==> src/rtl/btn_conditioner_pkg.sv <==
// Shared constants and helpers for the push-button input stage.
package btn_conditioner_pkg;

  localparam int NUM_BTNS        = 4;
  localparam int BTN_IDX_W       = 2;
  localparam int TICK_W          = 16;
  localparam int DEF_DEBOUNCE_MS = 20;
  localparam int DEF_HOLD_MS     = 1000;

  // Counter width able to hold 0..max_val, never narrower than one bit.
  function automatic int cnt_width(input int max_val);
    return (max_val < 1) ? 1 : $clog2(max_val + 1);
  endfunction

  // Index of the lowest set bit, 0 when nothing is set.
  function automatic logic [BTN_IDX_W-1:0] lowest_set(input logic [NUM_BTNS-1:0] v);
    logic [BTN_IDX_W-1:0] idx;
    idx = '0;
    for (int i = NUM_BTNS - 1; i >= 0; i--) begin
      if (v[i]) idx = BTN_IDX_W'(i);
    end
    return idx;
  endfunction

endpackage

==> src/rtl/btn_debounce_ch.sv <==
// One button channel: 2-FF synchroniser, tick-based debounce, hold timer
// and registered press/release pulses.
module btn_debounce_ch
  import btn_conditioner_pkg::*;
#(
  parameter int DEBOUNCE_MS = DEF_DEBOUNCE_MS,
  parameter int HOLD_MS     = DEF_HOLD_MS
) (
  input  logic clk,
  input  logic rst,
  input  logic tick,
  input  logic raw_in,
  output logic level,
  output logic press,
  output logic rel,
  output logic hold
);

  localparam int DCNT_W = cnt_width(DEBOUNCE_MS);
  localparam int HCNT_W = cnt_width(HOLD_MS);
  localparam logic [DCNT_W-1:0] DCNT_LAST = DCNT_W'((DEBOUNCE_MS > 0) ? DEBOUNCE_MS - 1 : 0);
  localparam logic [HCNT_W-1:0] HCNT_MAX  = HCNT_W'(HOLD_MS);

  logic              sync1_q, sync1_d;
  logic              sync2_q, sync2_d;
  logic              stable_q, stable_d;
  logic [DCNT_W-1:0] dcnt_q, dcnt_d;
  logic [HCNT_W-1:0] hcnt_q, hcnt_d;
  logic              press_q, press_d;
  logic              rel_q, rel_d;

  // Next-state: synchroniser shift, debounce counter, hold counter, edge pulses.
  always_comb begin
    // NOTE: every variable gets a default first so no path leaves it unassigned (no latch).
    sync1_d  = raw_in;
    sync2_d  = sync1_q;
    stable_d = stable_q;
    dcnt_d   = dcnt_q;

    if (DEBOUNCE_MS == 0) begin
      stable_d = sync2_q;
      dcnt_d   = '0;
    end else if (sync2_q == stable_q) begin
      dcnt_d = '0;                       // any agreement restarts the count
    end else if (tick) begin
      if (dcnt_q == DCNT_LAST) begin
        stable_d = sync2_q;
        dcnt_d   = '0;
      end else begin
        dcnt_d = dcnt_q + DCNT_W'(1);
      end
    end

    if (!stable_q) begin
      hcnt_d = '0;
    end else if (tick && (hcnt_q != HCNT_MAX)) begin
      hcnt_d = hcnt_q + HCNT_W'(1);
    end else begin
      hcnt_d = hcnt_q;
    end

    press_d = stable_d & ~stable_q;
    rel_d   = ~stable_d & stable_q;
  end

  // State register; everything, including the synchroniser, clears on reset.
  always_ff @(posedge clk or posedge rst) begin
    if (rst) begin
      sync1_q  <= 1'b0;
      sync2_q  <= 1'b0;
      stable_q <= 1'b0;
      dcnt_q   <= '0;
      hcnt_q   <= '0;
      press_q  <= 1'b0;
      rel_q    <= 1'b0;
    end else begin
      // NOTE: non-blocking assignments so every flop samples pre-edge values.
      sync1_q  <= sync1_d;
      sync2_q  <= sync2_d;
      stable_q <= stable_d;
      dcnt_q   <= dcnt_d;
      hcnt_q   <= hcnt_d;
      press_q  <= press_d;
      rel_q    <= rel_d;
    end
  end

  assign level = stable_q;
  assign press = press_q;
  assign rel   = rel_q;
  assign hold  = stable_q && (hcnt_q == HCNT_MAX);

endmodule

==> src/rtl/btn_conditioner.sv <==
// Push-button input stage: ms tick generator, per-button debounce channels
// and a combinational decode of the debounced levels.
module btn_conditioner
  import btn_conditioner_pkg::*;
#(
  parameter int DEBOUNCE_MS = DEF_DEBOUNCE_MS,
  parameter int HOLD_MS     = DEF_HOLD_MS
) (
  input  logic                 clk,
  input  logic                 rst,
  input  logic [TICK_W-1:0]    ticks_per_milli,
  input  logic                 btn_invert,
  input  logic [NUM_BTNS-1:0]  btn_raw,
  output logic [NUM_BTNS-1:0]  btn_level,
  output logic [NUM_BTNS-1:0]  btn_press,
  output logic [NUM_BTNS-1:0]  btn_release,
  output logic [NUM_BTNS-1:0]  btn_hold,
  output logic [BTN_IDX_W-1:0] btn_code,
  output logic                 btn_code_valid,
  output logic                 btn_multi
);

  localparam int POP_W = $clog2(NUM_BTNS + 1);

  logic [TICK_W-1:0]   tcnt_q, tcnt_d;
  logic [TICK_W-1:0]   period_m1;
  logic                tick;
  logic [NUM_BTNS-1:0] btn_in;
  logic [POP_W-1:0]    n_set;

  // A period of 0 behaves as 1; an overshoot after a period change ticks at once.
  assign period_m1 = (ticks_per_milli == '0) ? '0 : ticks_per_milli - TICK_W'(1);
  assign tick      = (tcnt_q >= period_m1);

  // Tick counter next state: wrap on the tick cycle.
  always_comb begin
    tcnt_d = tick ? '0 : tcnt_q + TICK_W'(1);
  end

  // Tick counter register.
  always_ff @(posedge clk or posedge rst) begin
    if (rst) tcnt_q <= '0;
    else     tcnt_q <= tcnt_d;
  end

  assign btn_in = btn_raw ^ {NUM_BTNS{btn_invert}};

  for (genvar i = 0; i < NUM_BTNS; i++) begin : g_ch
    btn_debounce_ch #(
      .DEBOUNCE_MS (DEBOUNCE_MS),
      .HOLD_MS     (HOLD_MS)
    ) u_ch (
      .clk    (clk),
      .rst    (rst),
      .tick   (tick),
      .raw_in (btn_in[i]),
      .level  (btn_level[i]),
      .press  (btn_press[i]),
      .rel    (btn_release[i]),
      .hold   (btn_hold[i])
    );
  end

  // Decode: single-button index, validity and multi-press flag.
  always_comb begin
    n_set          = POP_W'($countones(btn_level));
    btn_code_valid = (n_set == POP_W'(1));
    btn_multi      = (n_set >= POP_W'(2));
    btn_code       = btn_code_valid ? lowest_set(btn_level) : '0;
  end

endmodule

==> config.mk <==
export PLATFORM = sky130hd
export DESIGN_NAME = btn_conditioner
export DESIGN_NICKNAME = d
export VERILOG_FILES = /design/src/rtl/btn_conditioner_pkg.sv /design/src/rtl/btn_debounce_ch.sv /design/src/rtl/btn_conditioner.sv
export SDC_FILE = /design/constraint.sdc
export NUM_CORES = 1
export LEC_CHECK = 0
export ABC_AREA = 1
export BUFFER_PORTS_ARGS = -buffer_cell sky130_fd_sc_hd__buf_2
export CAP_MARGIN = 20
export CORE_MARGIN = 2
export CORE_UTILIZATION = 60
export DETAILED_ROUTE_END_ITERATION = 12
export GPL_TIMING_DRIVEN = 0
export PLACE_DENSITY = 0.87
export SETUP_SLACK_MARGIN = 0.05
export SYNTH_ARGS = -nofsm -noshare
export SYNTH_HDL_FRONTEND = slang
export SYNTH_SLANG_ARGS = --single-unit
==> constraint.sdc <==
create_clock -name clk -period 3.8 [get_ports clk]
set_clock_uncertainty 0.2 [all_clocks]
set_input_delay 0.76 -clock clk [delete_from_list [all_inputs] [get_ports clk]]
set_output_delay 0.76 -clock clk [all_outputs]
set_load 0.02 [all_outputs]
==> run metrics <==
outcome=finished, final reports clean; HP Start=g_ch[0].u_ch.sync1_q; Reg area=0.00240 sq mm; FF-to-FF End=g_ch[0].u_ch.hcnt_q[1]; via count=5676; Syn Nets=between 900 and 1000; placed insts=between 1000 and 1500; Hold Path Cell Cnt=0; Max Buffers Root-to-Sink=2; Reg2Reg Setup Slack=about 1.5 ns; clock slew at reported path FFs=around 0.1 ns; dominant cell type by area after synthesis=dfrtp_1; Rel. slew slack=roughly two thirds; Leak Pwr=3.69 nW; fin nets=roughly 970; setup tns final=0 ns; Core Region=around 0.01 sq mm; total wire length=between 10 and 15 mm; Wirelength per Cell=roughly 13 microns; endpoints failing hold=0; Slew @ Worst Pin=around 0.51 ns; die span in x=between 100 and 150 microns; Fillers=~850; Layout Area Growth over Synthesis=12.5%; worst vdd ir=about 270 uV; Yosys reg bits=96; GR Util All Layers=between 20% and 30%; footprint of the multi-input gates=approximately 0.0033 sq mm; CP required=2.84 ns; max frequency=around 270 MHz; Worst Slack Setup Final=between 0.08 and 0.09 ns; Ys Warns=0; DRC=0; utilization after layout=68.9%; Synth async-reset ratio=100%; CTS tree=yes; Synth area leaders=dfrtp_1, nand2_1, nand3_1; fin. max-slew vios=0; GP Congestion=roughly 0.90; final setup violation count=0; largest net degree at the start of global routing=67; Starting Density=between 60% and 70%; IO buf count=42; Main synth FF type=dfrtp_1; crit path time final=roughly 3.7 ns; post-synthesis sequential area ratio=a little under two fifths; max cap viols=0; most common cell after layout, fill and taps aside=nand2_1; hold worst-path end=g_ch[0].u_ch.sync2_q; worst-path maximum fanout=5; clk root buf=clkbuf_8; I/O Pins=43; Period Utilization, post-route=a little under 100%; Min Hold Slack=about 0.15 ns; die area=between 0.01 and 0.015 sq mm; grt total ovfl=0; Setup Crit Path Kind=reg -> out; Die Ht=~110 microns; worst r2r path cells=12; Max H-tree Level=3; clock tree sinks=96; Worst Hold Class=reg -> reg; initial antenna violation count=0; post-route ant nets=0; TritonCTS Buffers=9; layout cell share with drive strength beyond 1=about 14%; top-area cell type share of the netlist area=38.2%; 1st-pass router iterations=8; Synth cell types=40; drt via density=5.41; number of synthesized flops with an enable pin=0; vias in the first global route=~5300; reg2reg start=tcnt_q[3]; syn avg cell area=~7.4 sq um; synthesized instance count=~850; Core Rows=37; most frequent cells in the layout=nand2_1, inv_1, nor2_1, dfrtp_1, nand3_1; WP data arrival=2.75 ns; Crit. End Element=primary output; Iter 0 DRT Violations=~400; non-filler instance count after layout=approximately 1000; first-pass GRT wire length=approximately 24 mm; Placement Setup Slack=-0.164 ns; Clock Latency Late Sink=0.37 ns; Pwr per Cell Area=between 300 and 400 mW/mm^2; hpwl dp=about 9.5 mm; antenna cells=0; area of the mapped netlist=between 0.006 and 0.007 sq mm; CP Launch Type=flip-flop
area by class of cell:
cell class,instances,share of cell area [%]
buffer,36,3.29
timing repair buffer,52,4.52
sequential,96,33.9
multi-input combinational,601,47.0
clock buffer,9,1.75
clock inverter,7,0.883
tap,136,2.40
inverter,112,6.25
stage by stage:
stage | total power [mW] | area (sq um)
floorplan | 1.67 | 6300
global placement | 1.84 | 6680
detailed placement | 1.86 | 6710
CTS | 2.53 | 6940
global route | 2.76 | 7080
finish | 2.60 | 7080
cell families (layout without fill, tap and decap cells):
logic type / count (synthesis) / after routing / synth area share (%)
AOI/OAI and AO/OA: 50 / 50 / 4.45
xor gates and xnor gates: 46 / 46 / 6.40
adders and majority gates: 35 / 35 / 7.08
buffers and inverters: 148 / 216 / 10.1
DFF: 96 / 96 / 38.2
and+or+nand+nor: 470 / 470 / 33.8
flip-flops by register name (all words and copies together) (netlist names):
signal / cells
g_ch.u_ch.press: 4
tcnt_q: 16
g_ch.u_ch.rel: 4
g_ch.u_ch.sync1_q: 4
g_ch.u_ch.hcnt_q: 40
g_ch.u_ch.sync2_q: 4
g_ch.u_ch.level: 4
g_ch.u_ch.dcnt_q: 20
critical path, stage by stage, from the launching register on:
cell and delay (ns):
dfrtp_1 0.38, buf_6 0.13, inv_4 0.05, fa_1 0.54, inv_1 0.05, ha_2 0.18, inv_2 0.07, ha_4 0.20
inv_4 0.05, nand2_2 0.06, nor2_4 0.12, inv_2 0.06, a2111oi_4 0.29, buf_4 0.20
power by group:
| group | switching, mW | leakage, nW | internal, mW |
|---|---|---|---|
| clock network | 0.401 | 0.0863 | 0.252 |
| registers | 0.0942 | 1.30 | 1.10 |
| logic | 0.474 | 2.30 | 0.275 |
| total | 0.970 | 3.69 | 1.63 |
cells in the mapped netlist (2+ instances only):
cell      instances
nand3_1          91
dfrtp_1          96
nand2_1         179
nand4_1          38
nor4_1            2
ha_1             34
or2_2             6
inv_1           110
buf_2             9
nand2_2           3
and3_1            2
xnor2_1           9
clkbuf_1          8
o21a_1            2
nor3b_1           9
xor2_1           37
nor2_1          100
nand2_4           2
nor2_2            2
a21oi_1          17
nor3_1           30
o21ai_0          24
inv_2             2
buf_4            17
worst max path at each step:
stage          slack [ns]                from                      to
6_report             0.09  g_ch[1].u_ch.level             btn_code[1]
5_1_grt             -0.01  ticks_per_milli[0]  g_ch[1].u_ch.hcnt_q[8]
3_3_place_gp        -0.72                 rst      g_ch[3].u_ch.press
2_1_floorplan        0.24  g_ch[0].u_ch.level             btn_code[1]
4_1_cts              0.06  g_ch[1].u_ch.level             btn_code[1]
3_5_place_dp        -0.16  ticks_per_milli[0]  g_ch[0].u_ch.hcnt_q[9]
repair_timing:
action	in CTS	in global routing
endpoints found under the setup margin	2	66
setup buffers	1	8
hold endpoints to repair	0	0
hold buffers	0	0
resized for setup	8	23
pin swaps	0	4
gates cloned	0	0
routing by layer:
layer	share of wire (%)	track usage [%]	vias up
met1	44	34.2	2642
met5	0	0	-
met2	49	42.4	166
met3	5.5	4.29	23
li1	-	-	2845
met4	1.7	7.51	0
No activity file was read; power rests on OpenSTA's default activity.
